### src/rtl/gray_run_ctrl_pkg.sv
// Shared state encodings and default timing constants for the Gray counter run/pause/clear sequencer.
// Optional wrap-stop behaviour in the top is enabled with macro GRAY_WRAP_STOP_EN.
package gray_ctrl_pkg;

  localparam logic [1:0] ST_IDLE  = 2'd0;
  localparam logic [1:0] ST_RUN   = 2'd1;
  localparam logic [1:0] ST_PAUSE = 2'd2;
  localparam logic [1:0] ST_CLEAR = 2'd3;

  typedef enum logic [1:0] {
    S_IDLE  = ST_IDLE,
    S_RUN   = ST_RUN,
    S_PAUSE = ST_PAUSE,
    S_CLEAR = ST_CLEAR
  } state_e;

  // 1 Hz enable and 2 s long press at a 100 MHz clock
  localparam int unsigned DEF_PERIOD   = 100_000_000;
  localparam int unsigned DEF_LONG_CYC = 200_000_000;

endpackage

### src/rtl/gray_run_ctrl_if.sv
// Button-in / counter-control-out bundle between the debouncer side and the Gray counter side.
// No handshake: btn_clean is a level; cnt_en, cnt_clr and wrap_done are single-cycle pulses, and running/state_o are levels, all valid every cycle.
interface gray_run_ctrl_if;

  logic       btn_clean;
  logic       cnt_en;
  logic       cnt_clr;
  logic       running;
  logic [1:0] state_o;
  logic       wrap_done;

  modport master (
    output btn_clean,
    input  cnt_en,
    input  cnt_clr,
    input  running,
    input  state_o,
    input  wrap_done
  );

  modport slave (
    input  btn_clean,
    output cnt_en,
    output cnt_clr,
    output running,
    output state_o,
    output wrap_done
  );

endinterface

### src/rtl/gray_run_ctrl_press_classifier.sv
// Turns the debounced button level into one-cycle short/long press events.
// A press that reaches the long threshold is marked fired so its release is not also a short press.
module press_classifier
  import gray_ctrl_pkg::*;
#(
  parameter int unsigned LONG_CYC = DEF_LONG_CYC
) (
  input  logic clk,
  input  logic rst,
  input  logic i_btn,
  output logic o_short_evt,
  output logic o_long_evt
);

  localparam int unsigned HW = $clog2(LONG_CYC);
  localparam logic [HW-1:0] HOLD_MAX = HW'(LONG_CYC - 1);

  logic          r_btn_prev;
  logic [HW-1:0] r_hold_cnt;
  logic          r_long_fired;
  logic          w_long_evt;
  logic          w_short_evt;

  assign w_long_evt  = i_btn && (r_hold_cnt == HOLD_MAX) && !r_long_fired;
  assign w_short_evt = !i_btn && r_btn_prev && !r_long_fired;

  always_ff @(posedge clk) begin
    if (rst) begin
      r_btn_prev   <= 1'b0;
      r_hold_cnt   <= '0;
      r_long_fired <= 1'b0;
    end else begin
      r_btn_prev <= i_btn;
      if (!i_btn) begin
        r_hold_cnt   <= '0;
        r_long_fired <= 1'b0;
      end else begin
        if (r_hold_cnt != HOLD_MAX) begin
          r_hold_cnt <= r_hold_cnt + 1'b1;
        end
        if (w_long_evt) begin
          r_long_fired <= 1'b1;
        end
      end
    end
  end

  assign o_short_evt = w_short_evt;
  assign o_long_evt  = w_long_evt;

endmodule

### src/rtl/gray_run_ctrl.sv
// Run/pause/clear sequencer driving the Gray counter's enable and clear from a prescaler and press events.
// Define GRAY_WRAP_STOP_EN to pause automatically after each full 2^N-step Gray cycle.
module gray_run_ctrl
  import gray_ctrl_pkg::*;
#(
  parameter int unsigned PERIOD   = DEF_PERIOD,
  parameter int unsigned LONG_CYC = DEF_LONG_CYC,
  parameter int unsigned N        = 8
) (
  input  logic            clk,
  input  logic            rst,
  gray_run_ctrl_if.slave  ctrl
);

  localparam int unsigned PW = $clog2(PERIOD);
  localparam logic [PW-1:0] PRESC_MAX = PW'(PERIOD - 1);

  state_e        r_state;
  state_e        w_next;
  logic [PW-1:0] r_presc;
  logic          w_short_evt;
  logic          w_long_evt;
  logic          w_cnt_en;
  logic          w_wrap_hit;

  press_classifier #(
    .LONG_CYC (LONG_CYC)
  ) u_press (
    .clk         (clk),
    .rst         (rst),
    .i_btn       (ctrl.btn_clean),
    .o_short_evt (w_short_evt),
    .o_long_evt  (w_long_evt)
  );

  always_ff @(posedge clk) begin
    if (rst) begin
      r_state <= S_IDLE;
    end else begin
      r_state <= w_next;
    end
  end

  // Long press wins over everything; CLEAR lasts exactly one cycle
  always_comb begin
    w_next   = r_state;
    w_cnt_en = (r_state == S_RUN) && (r_presc == PRESC_MAX);
    case (r_state)
      S_IDLE:  if (w_short_evt) w_next = S_RUN;
      S_RUN:   if (w_short_evt || w_wrap_hit) w_next = S_PAUSE;
      S_PAUSE: if (w_short_evt) w_next = S_RUN;
      S_CLEAR: w_next = S_IDLE;
      default: w_next = S_IDLE;
    endcase
    if (w_long_evt) begin
      w_next = S_CLEAR;
    end
  end

  // Phase survives PAUSE so resuming does not restart the current period
  always_ff @(posedge clk) begin
    if (rst) begin
      r_presc <= '0;
    end else begin
      case (r_state)
        S_RUN:   r_presc <= (r_presc == PRESC_MAX) ? '0 : r_presc + 1'b1;
        S_PAUSE: r_presc <= r_presc;
        default: r_presc <= '0;
      endcase
    end
  end

`ifdef GRAY_WRAP_STOP_EN
  logic [N-1:0] r_ev_cnt;
  logic         r_wrap_done;

  assign w_wrap_hit = w_cnt_en && (r_ev_cnt == '1);

  always_ff @(posedge clk) begin
    if (rst) begin
      r_ev_cnt    <= '0;
      r_wrap_done <= 1'b0;
    end else begin
      r_wrap_done <= w_wrap_hit && !w_long_evt;
      if ((r_state == S_IDLE) || (r_state == S_CLEAR)) begin
        r_ev_cnt <= '0;
      end else if (w_cnt_en) begin
        r_ev_cnt <= r_ev_cnt + 1'b1;
      end
    end
  end

  assign ctrl.wrap_done = r_wrap_done;
`else
  // N only sizes the event counter; this all-zero bus keeps it referenced
  logic [N-1:0] w_no_ev;

  assign w_no_ev        = '0;
  assign w_wrap_hit     = 1'b0;
  assign ctrl.wrap_done = |w_no_ev;
`endif

  assign ctrl.cnt_en  = w_cnt_en;
  assign ctrl.cnt_clr = (r_state == S_CLEAR);
  assign ctrl.running = (r_state == S_RUN);
  assign ctrl.state_o = r_state;

endmodule

### src/flat_wrapper.sv
// flat-port wrapper written by rule: the top's interface ports become plain ports
module gray_run_ctrl_flat import gray_ctrl_pkg::*;
#(
  parameter int unsigned PERIOD   = DEF_PERIOD,
  parameter int unsigned LONG_CYC = DEF_LONG_CYC,
  parameter int unsigned N        = 8
)
  (clk, rst, ctrl_btn_clean, ctrl_cnt_en, ctrl_cnt_clr, ctrl_running, ctrl_state_o, ctrl_wrap_done);
  gray_run_ctrl_if ctrl_i ();
  input  logic clk;
  input  logic rst;
  input wire logic [$bits(ctrl_i.btn_clean)-1:0] ctrl_btn_clean;
  output wire logic [$bits(ctrl_i.cnt_en)-1:0] ctrl_cnt_en;
  output wire logic [$bits(ctrl_i.cnt_clr)-1:0] ctrl_cnt_clr;
  output wire logic [$bits(ctrl_i.running)-1:0] ctrl_running;
  output wire logic [$bits(ctrl_i.state_o)-1:0] ctrl_state_o;
  output wire logic [$bits(ctrl_i.wrap_done)-1:0] ctrl_wrap_done;
  assign ctrl_i.btn_clean = ctrl_btn_clean;
  assign ctrl_cnt_en = ctrl_i.cnt_en;
  assign ctrl_cnt_clr = ctrl_i.cnt_clr;
  assign ctrl_running = ctrl_i.running;
  assign ctrl_state_o = ctrl_i.state_o;
  assign ctrl_wrap_done = ctrl_i.wrap_done;
  gray_run_ctrl #(.PERIOD(PERIOD), .LONG_CYC(LONG_CYC), .N(N)) u_core (.clk(clk), .rst(rst), .ctrl(ctrl_i));
endmodule
### config.mk
export PLATFORM = sky130hd
export DESIGN_NAME = gray_run_ctrl_flat
export DESIGN_NICKNAME = d
export VERILOG_FILES = /design/src/rtl/gray_run_ctrl_pkg.sv /design/src/rtl/gray_run_ctrl_if.sv /design/src/rtl/gray_run_ctrl_press_classifier.sv /design/src/rtl/gray_run_ctrl.sv /design/src/flat_wrapper.sv
export SDC_FILE = /design/constraint.sdc
export NUM_CORES = 1
export LEC_CHECK = 0
export BUFFER_PORTS_ARGS = -buffer_cell sky130_fd_sc_hd__buf_2
export CORE_MARGIN = 5
export CORE_UTILIZATION = 55
export DETAILED_ROUTE_END_ITERATION = 6
export PLACE_DENSITY = 0.75
export SYNTH_ARGS = -nofsm -noshare
export SYNTH_HDL_FRONTEND = slang
export SYNTH_HIERARCHICAL = 1
export SYNTH_SLANG_ARGS = --single-unit
### constraint.sdc
create_clock -name clk -period 2.2 [get_ports clk]
set_input_delay 0.55 -clock clk [delete_from_list [all_inputs] [get_ports clk]]
set_output_delay 0.55 -clock clk [all_outputs]
set_load 0.01 [all_outputs]
Word level (Yosys, flattened, before mapping). Cells that the tools add are included.

Bits in registers: 59. ROM bits: 0. Output and inout port bits: 6. Input port bits: 3. Memories: 0. Memory bits (writable): 0. Bits in latches: 0.

Shift-type cells: 0. Bitwise operators: 1. Reductions and logical operators: 11. Divide/modulo/power cells: 0. Order comparisons: 0. $add $sub $neg: 2. $mul: 0. Mux-type cells: 6. Equality and inequality tests: 8.

Operators by type and width (count): $pmux W27 S2 (1); $add A28 B1 Y28 const B (1); $eq A28 B28 Y1 const B (1); $ne A28 B28 Y1 const B (1); $add A27 B1 Y27 const B (1); $eq A27 B27 Y1 const B (1); $mux W27 (1); $mux W2 (3); $ne A3 B1 Y1 const B (2); $pmux W2 S3 (1); $logic_and A1 B1 Y1 (5); $eq A2 B2 Y1 const B (2); $reduce_or A2 Y1 (2); $eq A2 B1 Y1 const B (1); $logic_not A1 Y1 (2); $logic_not A2 Y1 (1); $reduce_and A2 Y1 (1); $not A1 Y1 (1).

Logic depth before layout (Yosys ltp).
Depth in word-level cells: 6. Depth in mapped cells: 8. Mapped depth without buffers: 8.

Modules after synthesis. Netlist, hierarchy kept.

Modules (own cells, without submodules): gray_run_ctrl (sequential area each 580.6 sq um, cells an instance 188, area an instance 1544.0 sq um, instances 1); press_classifier (sequential area each 600.6 sq um, cells an instance 157, area an instance 1405.1 sq um, instances 1).

Worst setup path before layout. Ideal clock, no wire load.

Kind: reg2out. Start point: reg u_core.r_presc[0]. End point: out ctrl_cnt_en. Arrival time: 1.697 ns. Path buffers: 0. Setup slack: -0.047 ns. Cell stages (with the launch flop): 6. Cell sequence: dfxtp_1 ha_1 nand2_1 or4_4 or3_1 nor2_1.

Word-level cells in the longest chain between the ends: 2.

Ends and longest elaborated chain: from (decl) (line gray_run_ctrl.sv:20) `logic [PW-1:0] r_presc;`; from (signal assigned) (line gray_run_ctrl.sv:66) `S_RUN: r_presc <= (r_presc == PRESC_MAX) ? '0 : r_presc + 1'b1;`; from (signal assigned) (line gray_run_ctrl.sv:67) `S_PAUSE: r_presc <= r_presc;`; $eq A27 B27 Y1 (line gray_run_ctrl.sv:47) `w_cnt_en = (r_state == S_RUN) && (r_presc == PRESC_MAX);`; $logic_and A1 B1 Y1 (line gray_run_ctrl.sv:47); to (decl) (line flat_wrapper.sv:13) `output wire logic [$bits(ctrl_i.cnt_en)-1:0] ctrl_cnt_en;`.

No other way between the ends.

Final worst setup path.
Start point: reg u_core.r_presc[6]. End point: out ctrl_cnt_en.

The elaborated chain is that of the path after synthesis.

==> summary.md <==
| Metric | Value |
|---|---|
| Overall Global Routing Usage | 0.200 |
| Sequential share of the synthesized area | 0.401 |
| Detail Route Antenna Nets | 0 |
| ANT cells | 0 |
| Netlist Area Pre-Place | 0.00295 mm^2 |
| Fillers | 403 |
| Commonest cells after routing, fill and taps aside | dfxtp_1, nand2_1, buf_4 |
| Hold crit path type | input port to register |
| Die width | 83.2 um |
| Share of layout cells above drive strength 1 | 0.205 |
| CTS tree | built |
| Dpl hpwl | 4570 um |
| Layout area overhead | 20.9% |
| Origin of the critical flop-to-flop path | u_core/r_presc[25] |
| Num CTS Buffers | 9 |
| Number of core rows | 26 |
| Htree depth | 3 |
| Critical Path Start | u_core/r_presc[6] |
| Slew HR | 0.604 |
| Switching Fraction | 0.203 |
| Final RePlAce weighted congestion | 0.871 |
| CTS root buf | clkbuf_8 |
| Failing checks | setup timing |
| Largest net degree at the start of global routing | 23 |
| Post-synth EDFFs | 0 |
| Simple-gate share of the synthesized area | 0.333 |
| Hold Startpoint | rst |
| Clk sink count | 59 |
| First-pass GRT wire length | 11700 um |
| Vias in the first global route | 2547 |
| Core ar. | 0.00517 mm^2 |
| Hold Crit Depth | 2 |
| Register-to-Register Path Depth | 7 |
| Worst endpoint required time | 1.65 ns |
| CP Buf/Inv Count | 1 |
| Post-Route WL | 6720 um |
| Minimum clock period | 2.44 ns |
| Max Root-Sink Buffers | 2 |
| Via count of the routed design | 2765 |
| Commonest non-fill, non-tap cell in the layout | dfxtp_1 |
| Sequential power share | 0.480 |
| Initial antenna violation count | 0 |
| Slowest cell on crit path | or4_4 |
| R2r setup slk | 0.04 ns |
| Setup crit end kind | output port |
| Power Total | 2.25 mW |
| Fin. max-slew vios | 0 |
| Largest family of logic cells by synthesized area | simple AND/OR/NAND/NOR gates |
| Dpl ws | -0.0228 ns |
| Remaining global-route overflow | 0 |
| Syn Inst Count | 345 |
| Asr flop ratio synth | 0 |
| Post-route clock period utilization | 1.11 |
| Peak VDD IR | 0.000493 V |
| Crit path cell chain | nand2_1, or4_4, or3_4, nor2_4, buf_6 |
| WP data arrival | 1.89 ns |
| Worst-path clk slew | 0.07 ns |
| Nets@finish | 395 |
| Remaining routing DRC violations | 0 |
| Fin. Hold Viols | 0 |
| Die area | 0.00693 mm^2 |
| Reg2reg end | u_core/r_presc[25] |
| CP top delay family | simple AND/OR/NAND/NOR gates |
| Top Ports | 9 |
| Worst skew pair latency | 0.33 ns |
| Top FF cell, synth | dfxtp_1 |
| Crit-path max FO | 3 |
| Netlist cell types | 58 |
| Vias per inst | 5.95 |
| Avg Cell Area, Syn | 8.55 um^2 |
| Slowest stage delay, CP | 0.53 ns |
| Setup WS post-layout | -0.236 ns |
| Post-Route Skew | 0.00666 ns |
| WL/cell | 14.5 um |
| Startpoint Class | register |
| Syn nets | 350 |
| Post-synthesis sequential element count | 59 |
| Outcome | finished, violations left |
| Clk pwr share | 0.493 |
| Int Pwr | 1.79 mW |
| Achievable Freq | 0.411 GHz |
| 1st-iter DRT viols | 245 |
| Core Util, Final | 0.689 |
| Final Hold Slack | 0.482 ns |
| Compound-Gate Fraction of Synth Area | 0.163 |
| Setup Viol. Count Final | 1 |
| Worst hold path endpoint | u_core/ctrl.state_o[0] |
| Ys Warns | 6 |
| Synth Area in XOR/XNOR | 0.0624 |
| RSZ-0062 raised after global routing | true |
| First-pass detailed-route iteration total | 5 |
| Sw Pwr | 0.457 mW |
| Comb power frac | 0.027 |
| Leakage | 1.37 nW |
| Adder-cell share of the synthesized area | 0.00849 |
| Critical path class | register to output port |
| Initial core utilization | 0.570 |
| Total power per unit cell area | 631 mW/mm^2 |
| Area of the multi-input gates | 0.00173 mm^2 |
| Actual slew at the worst max-slew pin | 0.589 ns |
| Total of max-cap violations | 0 |
| Mux contribution to synthesized area | 0.00339 |
| Buffers on Ports | 7 |
| Die H | 83.2 um |
| Register area | 0.00119 mm^2 |
-- worst register-to-register path, stage by stage, from the launching register on --
cell and delay, ns:
dfxtp_1 0.34, nor4bb_1 0.32, nand4_1 0.23, buf_4 0.22, o31a_4 0.42, buf_4 0.21, a41oi_1 0.22, a31oi_1 0.07
-- cells by family (layout without fill, tap and decap cells) --
logic type / Yosys count / in the layout
mux: 1 / 1
compound gates: 72 / 72
simple gates: 173 / 173
xor+xnor: 21 / 21
other cells: 1 / 1
buf+inv: 16 / 66
fa+ha+maj: 2 / 2
flops: 59 / 59
-- what timing repair did --
action,CTS,global route
resized for setup,7,3
hold buffers,0,0
pin swaps,6,0
endpoints found under the setup margin,1,11
setup buffers,3,0
-- routing by layer --
| metal | part of all wire | up-vias | GRT usage |
|---|---|---|---|
| li1 | - | 1369 | - |
| met1 | 0.48 | 1312 | 0.266 |
| met2 | 0.47 | 78 | 0.316 |
| met3 | 0.049 | 6 | 0.0495 |
| met4 | 0.0076 | 0 | 0.0639 |
| met5 | 0 | - | 0 |
-- stage by stage --
step / std cells / area (um^2) / setup TNS [ns]
after global placement: 446 / 3280 / 0
after global routing: 465 / 3570 / -0.299
after CTS: 465 / 3550 / -0.242
after detailed placement: 446 / 3280 / -0.0228
final: 465 / 3570 / -0.236
after floorplan: 345 / 2960 / 0
-- how the worst max path moves through the flow --
stage                             end  slack [ns]  cells after the start
after global placement    ctrl_cnt_en        0.01                      6
after CTS                 ctrl_cnt_en       -0.24                      6
after floorplan           ctrl_cnt_en       0.001                      5
final                     ctrl_cnt_en       -0.24                      5
after detailed placement  ctrl_cnt_en       -0.02                      6
after global routing      ctrl_cnt_en       -0.30                      6
-- final cells by class --
cell class	count	share of cell area
inverter	7	0.00737
sequential	59	0.333
timing repair buffer	43	0.0874
tap	70	0.0246
clock inverter	5	0.0211
clock buffer	11	0.0425
multi-input combinational	270	0.485
-- synth_stat cells, types with 4 or more instances --
master | count | area (um^2)
nand3_1 | 19 | 95.1
nand2_1 | 37 | 139
nand4_1 | 15 | 93.8
o21ai_0 | 19 | 95.1
and4_1 | 9 | 78.8
nand2b_1 | 5 | 31.3
nor3_1 | 8 | 40.0
xor2_1 | 17 | 149
a21oi_1 | 13 | 65.1
and3_1 | 7 | 43.8
dfxtp_1 | 59 | 1180
and2_1 | 5 | 31.3
a31oi_1 | 14 | 87.6
or3_1 | 8 | 50.1
nor4_1 | 6 | 37.5
xnor2_1 | 4 | 35.0
nor2_1 | 34 | 128
inv_1 | 7 | 26.3
-- registers in the layout, summed over array words and instances, names as in the netlist --
| name | cells |
|---|---|
| u_core/u_press/r_hold_cnt | 28 |
| u_core/r_presc | 27 |
| u_core/ctrl.state_o | 2 |
| u_core/u_press/r_btn_prev | 1 |
| u_core/u_press/r_long_fired | 1 |
-- power groups by stage --
| stage | sequential (mW) | combinational, mW | clock (mW) |
|---|---|---|---|
| 6_report | 1.08 | 0.0617 | 1.11 |
| 5_1_grt | 1.08 | 0.0680 | 1.19 |
| 2_1_floorplan | 1.10 | 0.0380 | 0 |
| 3_5_place_dp | 1.10 | 0.0595 | 0 |
| 4_1_cts | 1.08 | 0.0602 | 1.13 |
| 3_3_place_gp | 1.10 | 0.0591 | 0 |
Note: power is estimated with default switching activity, not from simulation.
